$ cat src/rtl/secded_pipeline.sv
// Pipelined Hamming SECDED codec with error injection, valid/ready handshake and
// saturating counters for corrected and uncorrectable words.
module secded_pipeline #(
   parameter int DATA_W = 4,
   parameter int CNT_W  = 8,
   localparam int PAR_A = $clog2(DATA_W + 1),
   localparam int PAR_B = $clog2(DATA_W + PAR_A + 1),
   localparam int PAR_W = $clog2(DATA_W + PAR_B + 1),
   localparam int CW    = DATA_W + PAR_W + 1
) (
   input  logic              reloj,
   input  logic              reset,
   input  logic              in_valid,
   output logic              in_ready,
   input  logic [DATA_W-1:0] dato_entrada,
   input  logic [CW-1:0]     dato_error,
   output logic              out_valid,
   input  logic              out_ready,
   output logic [DATA_W-1:0] corregido,
   output logic [CW-1:0]     palabra_corregida,
   output logic [PAR_W-1:0]  sindrome,
   output logic              error_simple,
   output logic              error_doble,
   input  logic              clr_contadores,
   output logic [CNT_W-1:0]  cnt_simple,
   output logic [CNT_W-1:0]  cnt_doble
);

   function automatic bit is_check_pos(int pos);
      return (pos & (pos - 1)) == 0;
   endfunction

   function automatic int data_pos(int k);
      int cnt;
      cnt = 0;
      for (int i = 1; i < CW; i++) begin
         if (!is_check_pos(i)) begin
            if (cnt == k) return i;
            cnt++;
         end
      end
      return 0;
   endfunction

   function automatic int data_idx(int pos);
      int cnt;
      cnt = 0;
      for (int i = 1; i < pos; i++) begin
         if (!is_check_pos(i)) cnt++;
      end
      return cnt;
   endfunction

   // Hamming positions covered by check bit 2**j; bit 0 is never included.
   function automatic logic [CW-1:0] check_mask(int j);
      logic [CW-1:0] m;
      m = '0;
      for (int i = 1; i < CW; i++) begin
         if (((i >> j) & 1) == 1) m = m | (CW'(1) << i);
      end
      return m;
   endfunction

   logic              adv;
   logic [CW-1:0]     placed;
   logic [CW-1:0]     enc_body;
   logic [CW-1:0]     encoded;

   logic              v1;
   logic [CW-1:0]     rx1;
   logic [PAR_W-1:0]  syn_c;
   logic              par_c;

   logic              v2;
   logic [CW-1:0]     rx2;
   logic [PAR_W-1:0]  syn2;
   logic              p2;

   logic [CW-1:0]     flip;
   logic              single_c;
   logic              double_c;
   logic [CW-1:0]     fixed_word;
   logic [DATA_W-1:0] fixed_data;

   assign adv      = !out_valid || out_ready;
   assign in_ready = adv;

   for (genvar i = 0; i < CW; i++) begin : g_place
      if (i != 0 && !is_check_pos(i)) begin : g_data
         assign placed[i] = dato_entrada[data_idx(i)];
      end else begin : g_zero
         assign placed[i] = 1'b0;
      end
   end

   for (genvar i = 0; i < CW; i++) begin : g_enc
      if (i != 0 && is_check_pos(i)) begin : g_chk
         assign enc_body[i] = ^(placed & check_mask($clog2(i)));
      end else begin : g_pass
         assign enc_body[i] = placed[i];
      end
   end

   assign encoded = {enc_body[CW-1:1], ^enc_body};

   for (genvar j = 0; j < PAR_W; j++) begin : g_syn
      assign syn_c[j] = ^(rx1 & check_mask(j));
   end

   assign par_c = ^rx1;

   // A syndrome of zero with odd parity points at bit 0, so one shift covers both single cases.
   always_comb begin
      flip     = '0;
      single_c = 1'b0;
      double_c = 1'b0;
      if (p2) begin
         if (int'(syn2) < CW) begin
            single_c = 1'b1;
            flip     = CW'(1) << syn2;
         end else begin
            double_c = 1'b1;
         end
      end else if (syn2 != '0) begin
         double_c = 1'b1;
      end
   end

   assign fixed_word = rx2 ^ flip;

   for (genvar k = 0; k < DATA_W; k++) begin : g_extract
      assign fixed_data[k] = fixed_word[data_pos(k)];
   end

   // All three stages move together; a stalled output freezes the whole pipe, bubbles included.
   always_ff @(posedge reloj) begin
      if (reset) begin
         v1                <= 1'b0;
         rx1               <= '0;
         v2                <= 1'b0;
         rx2               <= '0;
         syn2              <= '0;
         p2                <= 1'b0;
         out_valid         <= 1'b0;
         corregido         <= '0;
         palabra_corregida <= '0;
         sindrome          <= '0;
         error_simple      <= 1'b0;
         error_doble       <= 1'b0;
      end else if (adv) begin
         v1                <= in_valid;
         rx1               <= encoded ^ dato_error;
         v2                <= v1;
         rx2               <= rx1;
         syn2              <= syn_c;
         p2                <= par_c;
         out_valid         <= v2;
         corregido         <= fixed_data;
         palabra_corregida <= fixed_word;
         sindrome          <= syn2;
         error_simple      <= v2 && single_c;
         error_doble       <= v2 && double_c;
      end
   end

   // Statistics count delivered words only; a clear beats an increment in the same cycle.
   always_ff @(posedge reloj) begin
      if (reset || clr_contadores) begin
         cnt_simple <= '0;
         cnt_doble  <= '0;
      end else if (out_valid && out_ready) begin
         if (error_simple && cnt_simple != '1) cnt_simple <= cnt_simple + 1'b1;
         if (error_doble && cnt_doble != '1) cnt_doble <= cnt_doble + 1'b1;
      end
   end

endmodule
$ cat config.mk
export PLATFORM = sky130hd
export DESIGN_NAME = secded_pipeline
export DESIGN_NICKNAME = d
export VERILOG_FILES = /design/src/rtl/secded_pipeline.sv
export SDC_FILE = /design/constraint.sdc
export NUM_CORES = 1
export LEC_CHECK = 0
export ABC_AREA = 1
export CORE_MARGIN = 5
export CORE_UTILIZATION = 47
export DETAILED_ROUTE_END_ITERATION = 12
export GPL_ROUTABILITY_DRIVEN = 0
export GPL_TIMING_DRIVEN = 0
export PLACE_DENSITY = 0.76
export SLEW_MARGIN = 10
export SYNTH_ARGS = -nofsm -noshare
export SYNTH_HDL_FRONTEND = slang
export SYNTH_SLANG_ARGS = --single-unit
export TNS_END_PERCENT = 100
$ cat constraint.sdc
create_clock -name reloj -period 1.2 [get_ports reloj]
set_clock_uncertainty 0.1 [all_clocks]
set_input_delay 0.24 -clock reloj [delete_from_list [all_inputs] [get_ports reloj]]
set_output_delay 0.24 -clock reloj [all_outputs]
set_load 0.1 [all_outputs]
==> results.md <==
* Input/output buffers at 51
* Startpoint Class: flip-flop
* Total CTS buffers at 5
* Commonest non-fill, non-tap cell in the layout: nand2_1
* Share of layout cells above drive strength 1 at 43.1%
* WL final at 9700 um
* R2R Path End: cnt_doble[6]
* DP HPWL at 4970 um
* Number of clock sinks at 52
* Max Used Layer: met4
* Die width at 86.3 um
* Vias per std cell at 5.47
* Reg2reg setup slack at -290 ps
* Worst Min Path Start: reset
* Die Y-Extent at 86.3 um
* Outcome: finished, violations left
* Cell row count at 27
* Util after Layout at 82.8%
* First-pass GRT wire length at 13800 um
* Minimum clock period at 1520 ps
* Final Hold Viols at 0
* Starting DRT DRC Count at 271
* Fmax at 656 MHz
* Via count at 3069
* Hold Buf Count CTS at 0
* Hold Crit Endpoint: error_simple
* CP Capture Type: output port
* Initial antenna violation count at 0
* Yosys warns at 0
* # fillers at 291
* Top-level I/O count at 52
* R2r startpoint: cnt_doble[4]
* Mapped Nets at 412
* Synthesized area per cell at 6.97 sq um
* Skew-Pair Late Insertion Delay at 320 ps
* Drt wl/cell at 17.3 um
* Die area at 7450 sq um
* Synth Instances at 393
* Vias in the first global route at 2834
* Kind of critical path: flip-flop to output port
* Initial Util at 49.1%
* Setup violators final at 77
* Area Growth Syn to Fin at 68.5%
* Actual slew at the worst max-slew pin at 490 ps
* Max VDD drop at 0.764 mV
* Metal-1 WL at 3740 um
* Area of the core at 5570 sq um
* Number of stages on the worst hold path at 2
* CTS root buffer: clkbuf_8
* CTS H-tree depth at 2
* FF-to-FF path depth at 6
* Netlist cell types at 28
* Worst path arrival time at 1180 ps
* First-pass DRT Iterations at 5
* Critical path data required time at 860 ps
* CTS max path bufs at 2
* Antenna-violating nets left at 0
* Final worst setup slack at -323 ps
* WL met3 at 718 um
* # diodes at 0
* CTS tree: built
* Failing checks: negative setup slack
* Drt drc at 0
* Pwr dens at 932 nW/um^2
* Aggregate global routing overflow at 0
* Most frequent cells in the layout: nand2_1 (80), inv_1 (57), buf_12 (36)
* CTS clk-pin slew, worst paths at 100 ps
* Static leakage at 2.09 nW
* Synth Cell Area at 2740 sq um
* Hold Path Class: input pin to flip-flop
* Largest net degree at the start of global routing at 16
* Pre-CTS setup slack at -1450 ps
* Max Slew Vio Count at 0
* Seq/Total Area, Yosys at 38.0%
* Met2 WL at 5010 um
* Maxcap violations at 0
* Slew HR at 67.6%
* Unrepaired setup endpoints after global routing: yes
* Total GRT Usage at 23.2%
* Worst-path fanout max at 3
* Seq cells post-synth at 52
* Final cycle utilization of the critical path at 127%
* Final net count at 507
## cell families (layout without fill, tap and decap cells)
group | after synthesis | count (layout) | share of synthesized area (%)
fa+ha+maj | 2 | 2 | 0.914
flops | 52 | 52 | 38.0
compound gates | 78 | 78 | 15.3
simple gates | 163 | 164 | 26.7
xor+xnor | 21 | 21 | 6.72
buf+inv | 77 | 172 | 12.4
## worst max-delay path by stage
stage / end / start / cells past startpoint / slack, ps
3_3_place_gp: in_ready / out_ready / 5 / -1430
2_1_floorplan: cnt_simple[6] / cnt_simple[1] / 10 / -300
3_5_place_dp: in_ready / out_ready / 5 / -1450
5_1_grt: in_ready / out_valid / 5 / -360
6_report: in_ready / out_valid / 5 / -320
4_1_cts: in_ready / out_valid / 5 / -310
## layout make-up
| class | count | area, sq um | area share [%] |
|---|---|---|---|
| Buffer | 12 | 136 | 2.96 |
| Clock buffer | 8 | 100 | 2.17 |
| Inverter | 64 | 264 | 5.72 |
| Multi-Input combinational cell | 265 | 1680 | 36.3 |
| Sequential cell | 52 | 1150 | 24.9 |
| Tap cell | 72 | 90.1 | 1.95 |
| Timing Repair Buffer | 88 | 1200 | 25.9 |
## Yosys cell counts
cell type	count	share of area, %
nand3_1	20	3.7
a21oi_1	33	6.0
buf_6	3	1.2
inv_4	3	0.69
nor3_1	1	0.18
nor2_4	3	1.2
nand4_1	5	1.1
o21bai_1	4	1.1
nand3b_1	3	0.82
ha_1	2	0.91
inv_1	59	8.1
nor2_2	7	1.6
nor2_1	17	2.3
o21ai_1	2	0.37
clkbuf_1	2	0.27
nand2_1	99	14
inv_2	1	0.14
clkinv_1	1	0.14
o21ai_0	32	5.8
xnor2_1	12	3.8
nand2_4	2	0.82
xor2_1	9	2.9
a211oi_1	1	0.27
dfxtp_1	52	38
nand2_2	6	1.4
buf_4	4	1.1
buf_2	4	0.73
o211ai_1	6	1.6
## per-stage QoR
step	setup TNS, ps	hold WS [ps]	std cells	area, sq um	power, mW
floorplan	-10750	203	393	2930	2.72
global placement	-49320	365	516	3530	2.98
detailed placement	-49890	370	516	3530	3.00
CTS	-5290	320	548	4310	4.20
global route	-11830	326	561	4610	4.49
finish	-8490	329	561	4610	4.30
## critical path, stage by stage (launching register included)
cell	delay, ps
dfxtp_4	360
inv_2	40
nor2_4	120
inv_4	60
buf_12	120
buf_12	150
## registers in the layout, summed over array words and instances (netlist names)
name / cells
rx1: 8
rx2: 8
corregido: 4
v2: 1
error_simple: 1
p2: 1
cnt_doble: 8
v1: 1
out_valid: 1
error_doble: 1
sindrome: 3
palabra_corregida: 4
cnt_simple: 8
syn2: 3
## where the power goes
| group | switching, mW | internal [mW] | total [mW] |
|---|---|---|---|
| Clock | 0.602 | 0.528 | 1.13 |
| Sequential | 0.130 | 1.81 | 1.94 |
| Combinational | 0.763 | 0.468 | 1.23 |
| Total | 1.50 | 2.80 | 4.30 |
## layer usage
layer,up-vias,global-route usage (%)
met1,1458,26.9
li1,1427,-
met5,-,0
met2,156,43.2
met3,28,3.90
met4,0,6.94
## what timing repair did
action                                 CTS  global route
pin swaps                               18            15
setup endpoints to repair               86            87
cloned                                   2             0
buffers inserted                        23            14
resized for setup                      359            59
endpoints found under the hold margin    0             0
Note: power is estimated with default switching activity, not from simulation.
==> patch 1 (same settings) <==
Reset style: asynchronous (`reset`), changed in one clocked block.
--- a/src/rtl/secded_pipeline.sv
+++ b/src/rtl/secded_pipeline.sv
@@ -135,3 +135,3 @@
    // All three stages move together; a stalled output freezes the whole pipe, bubbles included.
-   always_ff @(posedge reloj) begin
+   always_ff @(posedge reloj or posedge reset) begin
       if (reset) begin
Behaviour: differs if reset is asserted again (counterexample within 4 cycles, from zero or initial values and one cycle with reset high); with reset held inactive, the same outputs for 10 cycles.
==> patch 1 against the unedited design <==
The run still ends with setup timing left. Synthesized cell count fell by 3.1%. Fmax fell by 5.8%. Sequential cell count did not move. Cell area rose by 2.2%. Routed wire length fell by 9.4%. Final cell count fell by 2.3%. Hold slack improved by 11 ps. Synthesized area rose by 1.7%. Setup slack got worse by 93 ps. Non-clock buffer count fell by 6. Highest routed layer unchanged.
Power is not compared: it rests on default switching activity, and its combinational part moved more than twofold at a synthesized area within 25%.
==> patch 1: results (changes against the unedited design) <==
* Outcome: finished, violations left (unchanged)
* Failing checks: setup timing (unchanged)
* Synth async-reset ratio at 0.6923 (was 0)
* Dominant cells by area after synthesis: dfrtp_1 (32%), nand2_1 (18%), dfxtp_1 (11%), o21ai_1 (6.3%), inv_1 (5.3%) (was dfxtp_1 (38%), nand2_1 (14%), inv_1 (8.1%), a21oi_1 (6.0%), o21ai_0 (5.8%))
* Crit path max fanout at 2 (was 3)
* Initial antenna violation count at 0 (unchanged)
* Register area share after synthesis at 0.4383 (was 0.3801)
* Setup TNS at -17,380 ps (was -8486 ps)
* Syn_nets at 400 (was 412)
* Top sig layer: met4 (unchanged)
* Met3 WL at 377 um (was 718 um)
* Area leader, netlist: dfrtp_1 (was dfxtp_1)
* First drt pass iteration count at 4 (was 5)
* Port bufs at 51 (unchanged)
* Post-synth top cells: nand2_1 (134), inv_1 (39), dfrtp_1 (36) (was nand2_1 (99), inv_1 (59), dfxtp_1 (52))
* Placed inst area at 0.003655 mm2 (was 0.003535 mm2)
* Filler instances at 302 (was 291)
* Met1 WL at 3382 um (was 3743 um)
* Ant. Diodes at 0 (unchanged)
* First-pass GRT wire length at 13,340 um (was 13,820 um)
* Post-placement cell count at 507 (was 516)
* Vias in the first global route at 2,865 (was 2,834)
* Largest net degree at the start of global routing at 37 (was 16)
* Max_cap viols at 0 (unchanged)
* Number of DRC markers in iteration 0 at 192 (was 271)
* Worst hold path type: in2async (was in2reg)
* CTS Buffer Depth at 2 (unchanged)
* Max VDD drop at between 2 and 2.5 mV
* Dpl hpwl at 4647 um (was 4966 um)
* Final setup violating endpoints at 86 (was 77)
* Met2 WL at 4673 um (was 5005 um)
* Synth unique cells at 27 (was 28)
* All-Layer GR Usage at 0.2214 (was 0.2320)
* Worst-margin pin slew at 439.0 ps (was 490.1 ps)
* Mapped Cells at 381 (was 393)
* Leakage dissipation at about 0.0021 uW
* YS warnings at 0 (unchanged)
* Reg-to-reg slack, setup at -360 ps (was -290 ps)
* Via/cell ratio at 5.325 (was 5.471)
* H-tree Lvls at 2 (unchanged)
* Num CTS Buffers at 5 (unchanged)
* # nets final at 491 (was 507)
* Layout cells sized above 1 at 0.4038 (was 0.4315)
* Dominant delay contributor by cell family on the critical path: flip-flops (was buffers and inverters)
* Slowest stage cell, crit path: dfrtp_4 (was dfxtp_4)
* R2r worst-path depth at 10 (was 6)
* Crit path largest cell delay at 420 ps (was 360 ps)
* WL per Instance at 16.03 um (was 17.29 um)
* Worst skew pair latency at 320 ps (about the same)
* Non-filler cells, final at 548 (was 561)
* Root Buffer Master: clkbuf_8 (unchanged)
* Reg clk slew, reported paths at 100 ps (about the same)
* Worst Slack Setup Final at -416.8 ps (was -323.5 ps)
## patch 1: per-stage QoR
stage	setup slack, ps	util	hold WS, ps
floorplan	-287.5	-	250.9
CTS	-418.3	0.7549	369.4
global placement	-1336	0.6247	358.1
finish	-416.8	0.8058	339.6
global route	-451.7	0.8058	396.3
detailed placement	-1330	0.6247	365.3
## patch 1: logic make-up after synthesis
group	Yosys count	synth area share
buf+inv	56	0.08352
flops	52	0.4383
xor+xnor	24	0.07544
compound gates	45	0.08128
simple gates	202	0.3125
fa+ha+maj	2	0.008979
## patch 1: report_power, final
group / leakage [uW] / internal [uW] / total (uW) / switching (uW)
combinational: 0.00150 / 2710 / 6840 / 4130
sequential: 0.000560 / 2320 / 2930 / 612
clock: 0.0000585 / 620 / 1220 / 604
total: 0.00212 / 5650 / 11000 / 5350
## patch 1: worst register-to-register path, stage by stage (launching register included)
cell and delay [ps]:
dfrtp_4 420, buf_4 100, buf_6 90, buf_6 90, nand2_4 50, nor2_4 200
nand2_4 130, inv_8 110, nand2_2 50, nand2_1 60, nor2_1 40
## patch 1: metal layers
layer | GRT usage | up-vias
li1 | - | 1372
met1 | 0.2595 | 1408
met2 | 0.4065 | 105
met3 | 0.03500 | 33
met4 | 0.07507 | 0
met5 | 0 | -
## patch 1: layout make-up
type                            instances  area share
Tap cell                               75     0.01990
Sequential cell                        52      0.2792
Clock inverter                          3    0.008758
Multi-Input combinational cell        273      0.3352
Buffer                                 11     0.04034
Timing Repair Buffer                   83      0.2564
Clock buffer                            5     0.01460
Inverter                               45     0.04220
Timing Repair inverter                  1    0.003450
## patch 1: final timing paths
check	end	startpoint
setup / recovery	in_ready	out_valid
hold / removal	syn2[0]	reset
setup reg to reg	cnt_doble[4]	out_valid
hold reg to reg	v1	v1
max in group asynchronous	error_doble	reset
min in group reloj	v1	in_valid
## patch 1: timing repair
| action | 4_1_cts | 5_1_grt |
|---|---|---|
| hold buffers | 0 | 0 |
| pin swaps | 2 | 14 |
| endpoints found under the setup margin | 99 | 87 |
| gates cloned | 7 | 0 |
| gates resized for setup | 328 | 73 |
| setup buffers | 18 | 9 |
==> patch 2 (same flow settings) <==
Without the edit above. The parameter `CNT_W` goes from 8 to 6.
--- a/src/rtl/secded_pipeline.sv
+++ b/src/rtl/secded_pipeline.sv
@@ -4,3 +4,3 @@
    parameter int DATA_W = 4,
-   parameter int CNT_W  = 8,
+   parameter int CNT_W  = 6,
    localparam int PAR_A = $clog2(DATA_W + 1),
Interface: changed (resized cnt_doble and cnt_simple); port bits go from 52 to 48. The function was not compared with the original's and may differ.
==> patch 2 against the unedited design <==
The flow still finishes with violations (setup timing). Setup slack lost 140 ps. First-iteration DRC count shrank 13%. Register-to-register slack lost 180 ps. Combinational power grew 11%. Hold slack lost 91 ps. Critical endpoint is now p2. Synthesized area shrank 10%. Largest cell class unchanged. Largest power group unchanged. Highest routed layer unchanged. Sequential cell count shrank 4. Total power shrank 0.79%. Routed wire length grew 6.0%. Final cell count shrank 7.3%. Cell area shrank 6.3%. Clock power shrank 5%.
==> patch 2: results (changes against the unedited design) <==
* Outcome: finished, violations left (unchanged)
* Failing checks: setup timing (unchanged)
* Mapped Cells at 361 (was 393)
* Filler instances at 253 (was 291)
* Synth async-reset ratio at 0 (unchanged)
* Ant. Diodes at 0 (unchanged)
* Vias in the first global route at 2,849 (was 2,834)
* Port bufs at 47 (was 51)
* Register area share after synthesis at 0.3906 (was 0.3801)
* Via/cell ratio at 5.612 (was 5.471)
* Largest net degree at the start of global routing at 16 (unchanged)
* Syn_nets at 380 (was 412)
* Met1 usage at 0.2828 (was 0.2692)
* P_sw at 1592 uW (was 1496 uW)
* First-pass GRT wire length at 13,550 um (was 13,820 um)
* Dpl hpwl at 4529 um (was 4966 um)
* Total number of vias at 2,918 (was 3,069)
* Met2 Use GR at 0.4655 (was 0.4318)
* Post-synth top cells: nand2_1 (94), inv_1 (58), dfxtp_1 (48) (was nand2_1 (99), inv_1 (59), dfxtp_1 (52))
* Final WL at 10,280 um (was 9699 um)
* Max_cap viols at 0 (unchanged)
* Slowest stage cell, crit path: dfxtp_4 (unchanged)
* CP arrival at 1780 ps (was 1180 ps)
* Initial antenna violation count at 0 (unchanged)
* Met3 WL at 684 um (was 718 um)
* Met1 WL at 3681 um (was 3743 um)
* Met2 WL at 5243 um (was 5005 um)
* Regs by FF count: rx1 (8), rx2 (8)
* Final setup violating endpoints at 73 (was 77)
* Synth unique cells at 23 (was 28)
* Met3 usage at 0.05315 (was 0.03897)
* # nets final at 468 (was 507)
* Leakage dissipation at 0.001987 uW (was 0.002094 uW)
* Place WS at -1435 ps (was -1445 ps)
* Top sig layer: met4 (unchanged)
* Worst reg2reg path startpoint: out_valid (was cnt_doble[4])
* All-Layer GR Usage at 0.2598 (was 0.2320)
* Number of DRC markers in iteration 0 at 236 (was 271)
* Post-placement cell count at 478 (was 516)
* Worst-margin pin slew at 419.9 ps (was 490.1 ps)
* Dominant delay contributor by cell family on the critical path: buffers and inverters (unchanged)
* Worst hold path type: in2reg (unchanged)
* Max VDD drop at 0.8674 mV (was 0.7643 mV)
* Dominant cells by area after synthesis: dfxtp_1 (39%), nand2_1 (14%), inv_1 (8.9%), o21ai_0 (6.7%), a21oi_1 (5.9%) (was dfxtp_1 (38%), nand2_1 (14%), inv_1 (8.1%), a21oi_1 (6.0%), o21ai_0 (5.8%))
* Reg clk slew, reported paths at 100 ps (about the same)
* Crit path max fanout at 5 (was 3)
* Worst Slack Setup Final at -468.0 ps (was -323.5 ps)
* Placed inst area at 0.003202 mm2 (was 0.003535 mm2)
* YS warnings at 0 (unchanged)
* Layout cells sized above 1 at 0.4067 (was 0.4315)
* HP Start: reset (unchanged)
* First drt pass iteration count at 5 (unchanged)
==> patch 2: area by class of cell <==
type,count,share of cell area
Clock inverter,2,0.003182
Sequential cell,48,0.2427
Inverter,61,0.05525
Multi-Input combinational cell,240,0.3506
Tap cell,70,0.02025
Buffer,11,0.03182
Clock buffer,6,0.01909
Timing Repair Buffer,82,0.2771
==> patch 2: power by group through the flow <==
stage / clock network (uW) / registers [uW] / logic [uW]
finish: 1070 / 1830 / 1370
global route: 1160 / 1840 / 1430
CTS: 1050 / 1810 / 1230
detailed placement: 0 / 1820 / 1030
global placement: 0 / 1810 / 1010
floorplan: 0 / 2060 / 515
==> patch 2: final timing paths <==
| path | endpoint | slack, ps | depth (start not counted) |
|---|---|---|---|
| min reg2reg | rx2[2] | 380 | 2 |
| max reg2reg | p2 | -470 | 9 |
| max | p2 | -470 | 9 |
| min | error_simple | 240 | 2 |
==> patch 2: through the flow <==
stage / hold WS (ps) / util / power, uW / TNS [ps]
after floorplan: 199.4 / - / 2576 / -8893
after global placement: 352.9 / 0.6269 / 2828 / -43120
after detailed placement: 357.7 / 0.6269 / 2848 / -43700
after CTS: 218.7 / 0.8011 / 4094 / -8629
after global routing: 233.7 / 0.8469 / 4434 / -16940
final: 238.3 / 0.8469 / 4265 / -13750
==> patch 2: what timing repair did <==
action                     in CTS  in global routing
pin swaps                       8                  9
gates resized for setup       346                 42
hold buffers                    0                  0
setup endpoints to repair      79                 79
cloned                          6                  0
buffers inserted               21                 13
==> patch 2: kinds of logic after synthesis <==
| kind of cell | share of synthesized area |
|---|---|
| and+or+nand+nor | 0.2472 |
| buffers and inverters | 0.1251 |
| adders and majority gates | 0.01017 |
| DFF | 0.3906 |
| xor gates and xnor gates | 0.07121 |
| AOI/OAI and AO/OA | 0.1556 |
